**src/rtl/break_sequencer.sv**
```systemverilog
// Data-break sequencer: arbitrates NUM_CHAN break requests at the CPU's F0 point and steals
// one BS0..BS3 memory cycle per word. Define BREAK_THREE_CYCLE_EN to add the WC/CA passes.
module break_sequencer #(
    parameter int NUM_CHAN    = 4,
    parameter int BURST_MAX   = 1,
    parameter int ROUND_ROBIN = 0
) (
    input  logic                clk,
    input  logic                reset,
    input  logic                cpu_at_f0,
    input  logic [NUM_CHAN-1:0] break_req,
    input  logic [NUM_CHAN-1:0] to_mem,
    input  logic [NUM_CHAN-1:0] three_cycle,
    input  logic [11:0]         mem_rdata,
    output logic                break_in_prog,
    output logic [NUM_CHAN-1:0] grant,
    output logic                mem_we,
    output logic [11:0]         mem_wdata,
    output logic [1:0]          phase,
    output logic [NUM_CHAN-1:0] ack,
    output logic                wc_ovf,
    output logic [2:0]          state
);
    localparam int IDX_W = (NUM_CHAN > 1) ? $clog2(NUM_CHAN) : 1;

`ifdef BREAK_THREE_CYCLE_EN
    typedef enum logic [3:0] {
        S_IDLE = 4'd0,
        S_BS0  = 4'd1,
        S_BS1  = 4'd2,
        S_BS2  = 4'd3,
        S_BS3  = 4'd4,
        S_WC0  = 4'd5,
        S_WC1  = 4'd6,
        S_WC2  = 4'd7,
        S_WC3  = 4'd8,
        S_CA0  = 4'd9,
        S_CA1  = 4'd10,
        S_CA2  = 4'd11,
        S_CA3  = 4'd12
    } state_t;
`else
    typedef enum logic [2:0] {
        S_IDLE = 3'd0,
        S_BS0  = 3'd1,
        S_BS1  = 3'd2,
        S_BS2  = 3'd3,
        S_BS3  = 3'd4
    } state_t;
`endif

    state_t              state_q, state_d;
    logic [NUM_CHAN-1:0] grant_q, grant_d;
    logic                dir_q, dir_d;
    logic [3:0]          burst_q, burst_d;
    logic [IDX_W-1:0]    ptr_q, ptr_d;
`ifdef BREAK_THREE_CYCLE_EN
    logic                tc_q, tc_d;
    logic                ovf_q, ovf_d;
`else
    logic                unused_inputs;
    assign unused_inputs = ^{three_cycle, mem_rdata};
`endif

    // Arbitration: rotate the request vector so the search always starts at bit 0.
    logic [IDX_W-1:0]      base;
    logic [2*NUM_CHAN-1:0] req_dbl;
    logic [NUM_CHAN-1:0]   req_rot;
    logic [IDX_W-1:0]      win_off;
    logic [IDX_W:0]        win_sum;
    logic [IDX_W-1:0]      win_idx;
    logic [IDX_W-1:0]      win_next;
    logic [NUM_CHAN-1:0]   win_1h;
    logic                  grant_go;
    logic                  req_hold;
    logic                  more_words;

    assign base    = (ROUND_ROBIN != 0) ? ptr_q : '0;
    assign req_dbl = {break_req, break_req} >> base;
    assign req_rot = req_dbl[NUM_CHAN-1:0];

    always_comb begin
        win_off = '0;
        for (int j = NUM_CHAN - 1; j >= 0; j--) begin
            if (req_rot[j]) begin
                win_off = IDX_W'(j);
            end
        end
    end

    assign win_sum  = {1'b0, base} + {1'b0, win_off};
    assign win_idx  = (win_sum >= (IDX_W+1)'(NUM_CHAN)) ?
                      IDX_W'(win_sum - (IDX_W+1)'(NUM_CHAN)) : win_sum[IDX_W-1:0];
    assign win_next = (win_idx == IDX_W'(NUM_CHAN - 1)) ? '0 : win_idx + 1'b1;

    generate
        for (genvar gi = 0; gi < NUM_CHAN; gi++) begin : g_win
            assign win_1h[gi] = (win_idx == IDX_W'(gi));
        end
    endgenerate

    // Grants are only taken while out of reset so every output is quiet under reset.
    assign grant_go   = cpu_at_f0 & (|break_req) & ~reset;
    assign req_hold   = |(break_req & grant_q);
    assign more_words = ({1'b0, burst_q} + 5'd1) < 5'(BURST_MAX);

    always_ff @(posedge clk) begin
        if (reset) begin
            state_q <= S_IDLE;
            grant_q <= '0;
            dir_q   <= 1'b0;
            burst_q <= '0;
            ptr_q   <= '0;
`ifdef BREAK_THREE_CYCLE_EN
            tc_q    <= 1'b0;
            ovf_q   <= 1'b0;
`endif
        end else begin
            state_q <= state_d;
            grant_q <= grant_d;
            dir_q   <= dir_d;
            burst_q <= burst_d;
            ptr_q   <= ptr_d;
`ifdef BREAK_THREE_CYCLE_EN
            tc_q    <= tc_d;
            ovf_q   <= ovf_d;
`endif
        end
    end

    always_comb begin
        state_d = state_q;
        grant_d = grant_q;
        dir_d   = dir_q;
        burst_d = burst_q;
        ptr_d   = ptr_q;
`ifdef BREAK_THREE_CYCLE_EN
        tc_d    = tc_q;
        ovf_d   = 1'b0;
`endif
        case (state_q)
            S_IDLE: begin
                if (grant_go) begin
                    grant_d = win_1h;
                    dir_d   = |(to_mem & win_1h);
                    burst_d = '0;
                    ptr_d   = win_next;
`ifdef BREAK_THREE_CYCLE_EN
                    tc_d    = |(three_cycle & win_1h);
                    state_d = (|(three_cycle & win_1h)) ? S_WC0 : S_BS0;
`else
                    state_d = S_BS0;
`endif
                end
            end
            S_BS0: state_d = S_BS1;
            S_BS1: state_d = S_BS2;
            S_BS2: state_d = S_BS3;
            S_BS3: begin
                // Another word only if the owner still asks and the burst has room.
                if (req_hold && more_words) begin
                    burst_d = burst_q + 4'd1;
`ifdef BREAK_THREE_CYCLE_EN
                    state_d = tc_q ? S_WC0 : S_BS0;
`else
                    state_d = S_BS0;
`endif
                end else begin
                    burst_d = '0;
                    grant_d = '0;
                    dir_d   = 1'b0;
`ifdef BREAK_THREE_CYCLE_EN
                    tc_d    = 1'b0;
`endif
                    state_d = S_IDLE;
                end
            end
`ifdef BREAK_THREE_CYCLE_EN
            S_WC0: state_d = S_WC1;
            S_WC1: state_d = S_WC2;
            S_WC2: begin
                state_d = S_WC3;
                ovf_d   = (mem_rdata == 12'o7777);
            end
            S_WC3: state_d = S_CA0;
            S_CA0: state_d = S_CA1;
            S_CA1: state_d = S_CA2;
            S_CA2: state_d = S_CA3;
            S_CA3: state_d = S_BS0;
`endif
            default: state_d = S_IDLE;
        endcase
    end

    // External state code: 0 = idle, 1..4 = step 0..3 of the current pass (phase names the pass).
    always_comb begin
        break_in_prog = (state_q != S_IDLE) || grant_go;
        grant         = grant_q;
        mem_we        = 1'b0;
        mem_wdata     = '0;
        phase         = 2'd0;
        ack           = '0;
        wc_ovf        = 1'b0;
        state         = 3'd0;
        case (state_q)
            S_BS0: state = 3'd1;
            S_BS1: state = 3'd2;
            S_BS2: begin
                state  = 3'd3;
                mem_we = dir_q;
            end
            S_BS3: begin
                state = 3'd4;
                ack   = grant_q;
            end
`ifdef BREAK_THREE_CYCLE_EN
            S_WC0: begin
                state = 3'd1;
                phase = 2'd1;
            end
            S_WC1: begin
                state = 3'd2;
                phase = 2'd1;
            end
            S_WC2: begin
                state     = 3'd3;
                phase     = 2'd1;
                mem_we    = 1'b1;
                mem_wdata = mem_rdata + 12'd1;
            end
            S_WC3: begin
                state  = 3'd4;
                phase  = 2'd1;
                wc_ovf = ovf_q;
            end
            S_CA0: begin
                state = 3'd1;
                phase = 2'd2;
            end
            S_CA1: begin
                state = 3'd2;
                phase = 2'd2;
            end
            S_CA2: begin
                state     = 3'd3;
                phase     = 2'd2;
                mem_we    = 1'b1;
                mem_wdata = mem_rdata + 12'd1;
            end
            S_CA3: begin
                state = 3'd4;
                phase = 2'd2;
            end
`endif
            default: ;
        endcase
    end
endmodule

```
**config.mk**
```make
export PLATFORM = sky130hd
export DESIGN_NAME = break_sequencer
export DESIGN_NICKNAME = d
export VERILOG_FILES = /design/src/rtl/break_sequencer.sv
export SDC_FILE = /design/constraint.sdc
export NUM_CORES = 1
export LEC_CHECK = 0
export ABC_CLOCK_PERIOD_IN_PS = 1900
export BUFFER_PORTS_ARGS = -buffer_cell sky130_fd_sc_hd__buf_2
export CAP_MARGIN = 20
export CORE_MARGIN = 2
export CORE_UTILIZATION = 41
export DETAILED_ROUTE_END_ITERATION = 7
export PLACE_DENSITY = 0.89
export SETUP_SLACK_MARGIN = 0.4
export SLEW_MARGIN = 15
export SYNTH_ARGS = -nofsm -noshare
export SYNTH_HDL_FRONTEND = slang
export SYNTH_SLANG_ARGS = --single-unit
```
**constraint.sdc**
```tcl
create_clock -name clk -period 1.9 [get_ports clk]
set_clock_uncertainty 0.1 [all_clocks]
set_input_delay 0.19 -clock clk [delete_from_list [all_inputs] [get_ports clk]]
set_output_delay 0.19 -clock clk [all_outputs]
set_load 0.01 [all_outputs]
```
==> results.yml, run 1 <==
route:
  ant_nets: 0
  dr.max_layer_used: "met4"
  route.met2.wl_um: 1090
  wl_um: 2140
  wl_per_cell_um: 13.8
  drt_iter0_drc: 14
  num_vias: 837
  route.detailed.drc: 0
  drt-vias-per-instance: 5.40
  dr.pass1.iters: 4
  wl_met1_um: 853
  wl_met3_um: 157
sta:
  slew_violations: 0
  slew_headroom: 0.631
  grt_setup_unrepaired: "yes"
  period_share: 0.815
  layout_min_cycle_time_ns: 1.55
  setup-violations-final: 0
  finalSetupTns_ns: 0
  worst_hold_slack_ns: 0.126
  worstMarginPinSlew_ns: 0.549
  max_freq_ghz: 0.646
  final-hold-violation-count: 0
floorplan:
  die_area_um2: 2400
  dieWidth_um: 48.9
  core-area_um2: 1940
  start_util: 0.427
  design.portCount: 55
  num_rows: 16
  die_h_um: 48.9
power:
  peakVddDrop_v: 0.000265
  p_sw_mw: 0.184
  powerDensity_nw_per_um2: 565
  leakage_nw: 0.489
  clkPwrFrac: 0.322
  power_frac_seq: 0.443
  combPwrFrac: 0.235
  switching_share: 0.298
  p_int_mw: 0.434
yosys:
  syn_inst: 99
  ys_top_cells_by_area: "dfxtp_1 29%, buf_4 14%, and2_1 6.0%, a211oi_1 4.5%, nor2_1 4.1%"
  synth_seq_area_share: 0.290
  synth_area_um2: 828
  yosys.area.top_type: "dfxtp_1"
  synthDominantCellAreaShare: 0.290
  synth_warnings: 0
  syn_avg_cell_area_um2: 8.37
  ys_seq_elements: 12
  synth_cell_type_count: 38
grt:
  grt_usage: 0.176
  grt_overflow: 0
  antenna_found_initial: 0
  grt_pass1_wl_um: 3330
  grt_max_degree: 12
  grt_pass1_vias: 770
final_layout:
  final_cell_mix: "23 x buf_2, 15 x conb_1, 9 x nor2_1"
  num_antenna_cells: 0
  mostFrequentLayoutCell: "buf_2"
  drive_above_1_share: 0.453
  stdcell_count: 155
  area_growth_pct: 32.2
  nets: 157
outcome:
  status: "finished clean"
critical_path:
  required_ns: 1.61
  rrSetupSlack_ns: 0.38
  crit_fanout: 7
  slowest_stage: "dfxtp_4"
  critPathKind: "flop to output port"
  worstSetupStartpointType: "flop"
  critical_path_arrival_ns: 1.26
  cpPeakStageDelay_ns: 0.38
  crit_chain: "nor3_2, o21ai_0, buf_2"
  setup.worst_path.end_class: "output port"
hold_path:
  hold_class: "input pin to flop"
clock_tree:
  ctsHoldBuffers: 0
  clkTransAtPathRegs_ns: 0.07
  cts_tree: "built"
  cts_buffers: 3
  insertion_delay_ns: 0.27
  htree_levels: 1
  clkSinkCount: 12
  clock_path_buffers: 2
  cts_root_buffer: "clkbuf_4"
place:
  dp.cells: 144
  port-buffer-count: 23
  gp_congestion: 0.862
  place.detailed.hpwl_um: 1280
job:
  maxCapViolCount: 0
[worst max-delay path, delay by kind of cell, from the launching register on]
| kind | cells | cell delay [ns] |
|---|---|---|
| AND/OR/NAND/NOR | 1 | 0.31 |
| flip-flops | 1 | 0.38 |
| AO/OA/AOI/OAI | 1 | 0.14 |
| buffers and inverters | 1 | 0.16 |
[cell families (layout without fill, tap and decap cells)]
kind of cell             count (synthesis)  count (layout)  share of synthesized area
AND/OR/NAND/NOR                         48              48                      0.357
buffers and inverters                   20              35                      0.171
AO/OA/AOI/OAI                           16              16                      0.153
flip-flops                              12              12                      0.290
adder cells (fa/ha/maj)                  1               1                     0.0151
other                                    1              15                    0.00453
XOR/XNOR                                 1               1                     0.0106
[layout make-up]
type                       count  area [um^2]
tap                           27         33.8
fill                         170          847
inverter                       1         3.75
sequential                    12          254
clock buffer                   4         36.3
timing repair buffer          30          168
multi-input combinational     81          599
[what timing repair did]
action                                  in CTS  in global routing
cloned                                       0                  0
hold endpoints to repair                     0                  0
setup buffers                                5                  2
pin swaps                                    9                  8
gates resized for setup                     15                  9
endpoints found under the setup margin      17                 16
[power groups by stage]
| stage | registers [mW] | clock network [mW] | logic (mW) |
|---|---|---|---|
| floorplan | 0.271 | 0 | 0.113 |
| global placement | 0.279 | 0 | 0.112 |
| detailed placement | 0.279 | 0 | 0.116 |
| CTS | 0.273 | 0.204 | 0.131 |
| global route | 0.275 | 0.216 | 0.158 |
| finish | 0.274 | 0.199 | 0.145 |
[state kept, by name, indices dropped and copies added (netlist names)]
signal	flops
grant	4
state_q	3
burst_q	4
dir_q	1
[path summary, 6_finish.rpt]
kind,depth (start not counted),end,from
min,2,state_q[0],reset
max reg2reg,4,grant[1],state_q[0]
max,3,break_in_prog,state_q[0]
min reg2reg,1,burst_q[3],burst_q[3]
[through the flow]
stage               instance area (um^2)  power [mW]  utilization  setup slack, ns
floorplan                            891       0.384            -            0.428
detailed placement                   902       0.394        0.465            0.262
global placement                     902       0.391        0.465            0.296
finish                              1090       0.618        0.564            0.351
global route                        1090       0.650        0.564            0.268
CTS                                 1040       0.609        0.538            0.382
[per-layer routing]
layer  vias to the layer above  track usage
met5                         -            0
met3                         6       0.0307
met2                        43        0.306
met4                         0        0.100
li1                        388            -
met1                       400        0.203
[cell usage after synthesis]
library cell,instances
a31oi_4,1
nand3b_1,3
nor2b_1,3
or3_1,1
and3_1,2
a31oi_1,1
buf_2,2
a22oi_1,2
o311ai_0,1
or2_2,1
nor4_1,1
nor3_1,6
and2_1,8
xnor2_1,1
nand3_1,1
buf_6,1
nand4bb_1,1
o21bai_1,2
conb_1,1
a211oi_1,5
nand2_1,4
dfxtp_1,12
nor4b_1,1
ha_1,1
or4_4,1
or4b_1,1
nand2b_1,1
o21a_1,1
a21oi_1,2
nor3b_2,1
o21ai_0,1
clkbuf_1,1
and2b_1,1
nor2_1,9
buf_4,15
and4_1,1
nor4_2,1
inv_1,1
(Power assumes the default switching activity.)
==> run 2, diff against run 1 <==
--- a/config.mk
+++ b/config.mk
@@ -5,13 +5,14 @@
 export SDC_FILE = /design/constraint.sdc
 export NUM_CORES = 1
 export LEC_CHECK = 0
-export ABC_CLOCK_PERIOD_IN_PS = 1900
+export ABC_AREA = 1
+export ABC_CLOCK_PERIOD_IN_PS = 1500
 export BUFFER_PORTS_ARGS = -buffer_cell sky130_fd_sc_hd__buf_2
 export CAP_MARGIN = 20
 export CORE_MARGIN = 2
 export CORE_UTILIZATION = 41
 export DETAILED_ROUTE_END_ITERATION = 7
-export PLACE_DENSITY = 0.89
+export PLACE_DENSITY = 0.88
 export SETUP_SLACK_MARGIN = 0.4
 export SLEW_MARGIN = 15
 export SYNTH_ARGS = -nofsm -noshare
==> constraint.sdc (replaced) <==
create_clock -name clk -period 1.5 [get_ports clk]
set_clock_uncertainty 0.1 [all_clocks]
set_input_delay 0.15 -clock clk [delete_from_list [all_inputs] [get_ports clk]]
set_output_delay 0.15 -clock clk [all_outputs]
set_load 0.01 [all_outputs]
==> run 2 against run 1 <==
Against the previous run:
- wire length down 7.2%
- worst hold slack worse by 0.030 ns
- first-iteration DRC count decreased by 36%
==> results.yml, run 2 <==
sta:
  grt_setup_unrepaired: "yes"
  max_freq_ghz: 0.706
  finalSetupTns_ns: 0
  setup-violations-final: 0
  slew_violations: 0
  final-hold-violation-count: 0
  layout_min_cycle_time_ns: 1.42
  period_share: 0.944
yosys:
  synth_cell_type_count: 21
  syn_inst: 116
  ys.flop_type: "dfxtp_1"
  synth_edf_count: 0
  synth.area.mux_share: 0
  synth_area_um2: 856
  synthDominantCellAreaShare: 0.281
  ys_top_cells_by_area: "dfxtp_1 28%, buf_4 13%, inv_1 6.6%, nand3_1 6.4%, nor2_1 6.1%"
  synth_warnings: 0
  synth_fa_ha_area_frac: 0.0146
  synth_seq_area_share: 0.281
  syn_avg_cell_area_um2: 7.38
  ys_seq_elements: 12
  synth_top_family_by_area: "simple AND/OR/NAND/NOR gates"
  synth-simple-area-share: 0.380
  yosys.area.top_type: "dfxtp_1"
  synthXorXnorAreaFrac: 0
  synth_compound_area_frac: 0.101
  synth_commonest_cells: "15 x buf_4, 15 x inv_1, 14 x nor2_1"
  async_flop_share: 0
route:
  num_vias: 785
  wl_per_cell_um: 11.2
  drt_iter0_drc: 9
  drt-vias-per-instance: 4.41
  wl_um: 1990
  ant_nets: 0
  dr.pass1.iters: 4
  route.detailed.drc: 0
grt:
  grt_pass1_wl_um: 3100
  grt_usage: 0.163
  antenna_found_initial: 0
  grt_overflow: 0
  grt_max_degree: 13
  grt_pass1_vias: 787
final_layout:
  area_growth_pct: 37.6
  drive_above_1_share: 0.563
  stdcell_count: 178
  final_cell_mix: "20 x buf_2, 15 x conb_1, 13 x inv_1, 13 x nand2_1"
  num_antenna_cells: 0
  nets: 180
  mostFrequentLayoutCell: "buf_2"
clock_tree:
  cts_buffers: 3
  htree_levels: 1
  insertion_delay_ns: 0.28
  cts_root_buffer: "clkbuf_4"
  clkSinkCount: 12
  cts_tree: "built"
  clock_path_buffers: 2
  ctsHoldBuffers: 0
  clkTransAtPathRegs_ns: 0.08
critical_path:
  critPathTopFamily: "simple AND/OR/NAND/NOR gates"
  cpPeakStageDelay_ns: 0.34
  critPathKind: "flop to flop"
  critical_path_arrival_ns: 1.53
  slowest_stage: "dfxtp_2"
  crit_chain: "ha_4, inv_2, nand3_2, a21oi_4, nand3_4, nand2_4, nand2_2, a21oi_2"
  r2r_cells: 8
  crit_cells: 8
  cp.buffers_inverters: 1
  endpoint: "grant[1]"
  required_ns: 1.62
  crit_fanout: 5
  r2r_end: "grant[1]"
  startpoint: "burst_q[1]"
  setup.worst_path.end_class: "flop"
  worstSetupStartpointType: "flop"
  rrSetupSlack_ns: 0.08
  regToRegStartpoint: "burst_q[1]"
place:
  port-buffer-count: 23
  dp.cells: 165
  gp_congestion: 0.817
  place.detailed.hpwl_um: 1440
power:
  peakVddDrop_v: 0.000427
  powerDensity_nw_per_um2: 870
  p_sw_mw: 0.360
  leakage_nw: 0.526
  power_frac_seq: 0.351
  p_total_mw: 1.02
  combPwrFrac: 0.394
  p_int_mw: 0.665
  switching_share: 0.351
  clkPwrFrac: 0.255
hold_path:
  min_path_cells: 3
  hold_class: "input pin to flop"
outcome:
  status: "finished clean"
floorplan:
  design.portCount: 55
  num_rows: 16
  die_h_um: 49.7
  core-area_um2: 1960
  dieWidth_um: 49.7
  die_area_um2: 2470
  start_util: 0.436
job:
  maxCapViolCount: 0
-- run 2: changes by cell type after synthesis, sizes merged, moves of 3 or more --
| cell | delta |
|---|---|
| inv | +18 |
| nand3b | -3 |
| a211oi | -5 |
| nor2b | -3 |
| nand3 | +11 |
| nand2 | +18 |
| nor2 | +8 |
| a21oi | +5 |
| and2 | -8 |
-- run 2: through the flow --
step / util / setup slack (ns) / cell area, um^2 / hold slack [ns]
after floorplan: - / 0.181 / 925 / 0.119
after global placement: 0.492 / 0.137 / 965 / 0.349
after detailed placement: 0.492 / 0.0755 / 965 / 0.361
after CTS: 0.540 / 0.0583 / 1060 / 0.103
after global routing: 0.600 / 0.00947 / 1180 / 0.109
final: 0.600 / 0.0839 / 1180 / 0.0960
-- run 2: worst register-to-register path: stages (launching register included) --
cell and delay (ns):
dfxtp_2 0.34, ha_4 0.23, inv_2 0.04, nand3_2 0.08, a21oi_4 0.15, nand3_4 0.11
nand2_4 0.11, nand2_2 0.07, a21oi_2 0.12
-- run 2: worst min path at each step --
stage,start,to,slack [ns]
after global placement,burst_q[2],burst_q[2],0.35
after CTS,break_req[2],grant[2],0.10
after detailed placement,dir_q,dir_q,0.36
final,break_req[2],grant[2],0.1
after global routing,break_req[2],grant[2],0.11
after floorplan,reset,burst_q[0],0.12
-- run 2: cell families after synthesis --
family | after synthesis
AO/OA/AOI/OAI | 9
adder cells (fa/ha/maj) | 1
buffers and inverters | 35
flip-flops | 12
other | 1
AND/OR/NAND/NOR | 58
-- run 2: area by class of cell --
cell class	instances	area, um^2
clock buffer	4	36.3
fill	173	785
sequential	12	256
multi-input combinational	83	546
timing repair buffer	33	231
inverter	19	73.8
tap	27	33.8
-- run 2: timing repair --
action | 4_1_cts | 5_1_grt
pin swaps | 4 | 8
gates resized for setup | 8 | 24
buffers inserted | 5 | 4
setup endpoints to repair | 15 | 23
-- run 2: power groups by stage --
stage,combinational (mW),sequential [mW],clock (mW)
finish,0.403,0.359,0.261
detailed placement,0.277,0.364,0
floorplan,0.232,0.363,0
global route,0.437,0.361,0.281
CTS,0.324,0.360,0.264
global placement,0.268,0.363,0
-- run 2: metal layers --
layer / part of all wire / GRT usage
met1: 0.39 / 0.159
met2: 0.55 / 0.316
met3: 0.036 / 0.0364
met4: 0.020 / 0.0833
met5: 0 / 0
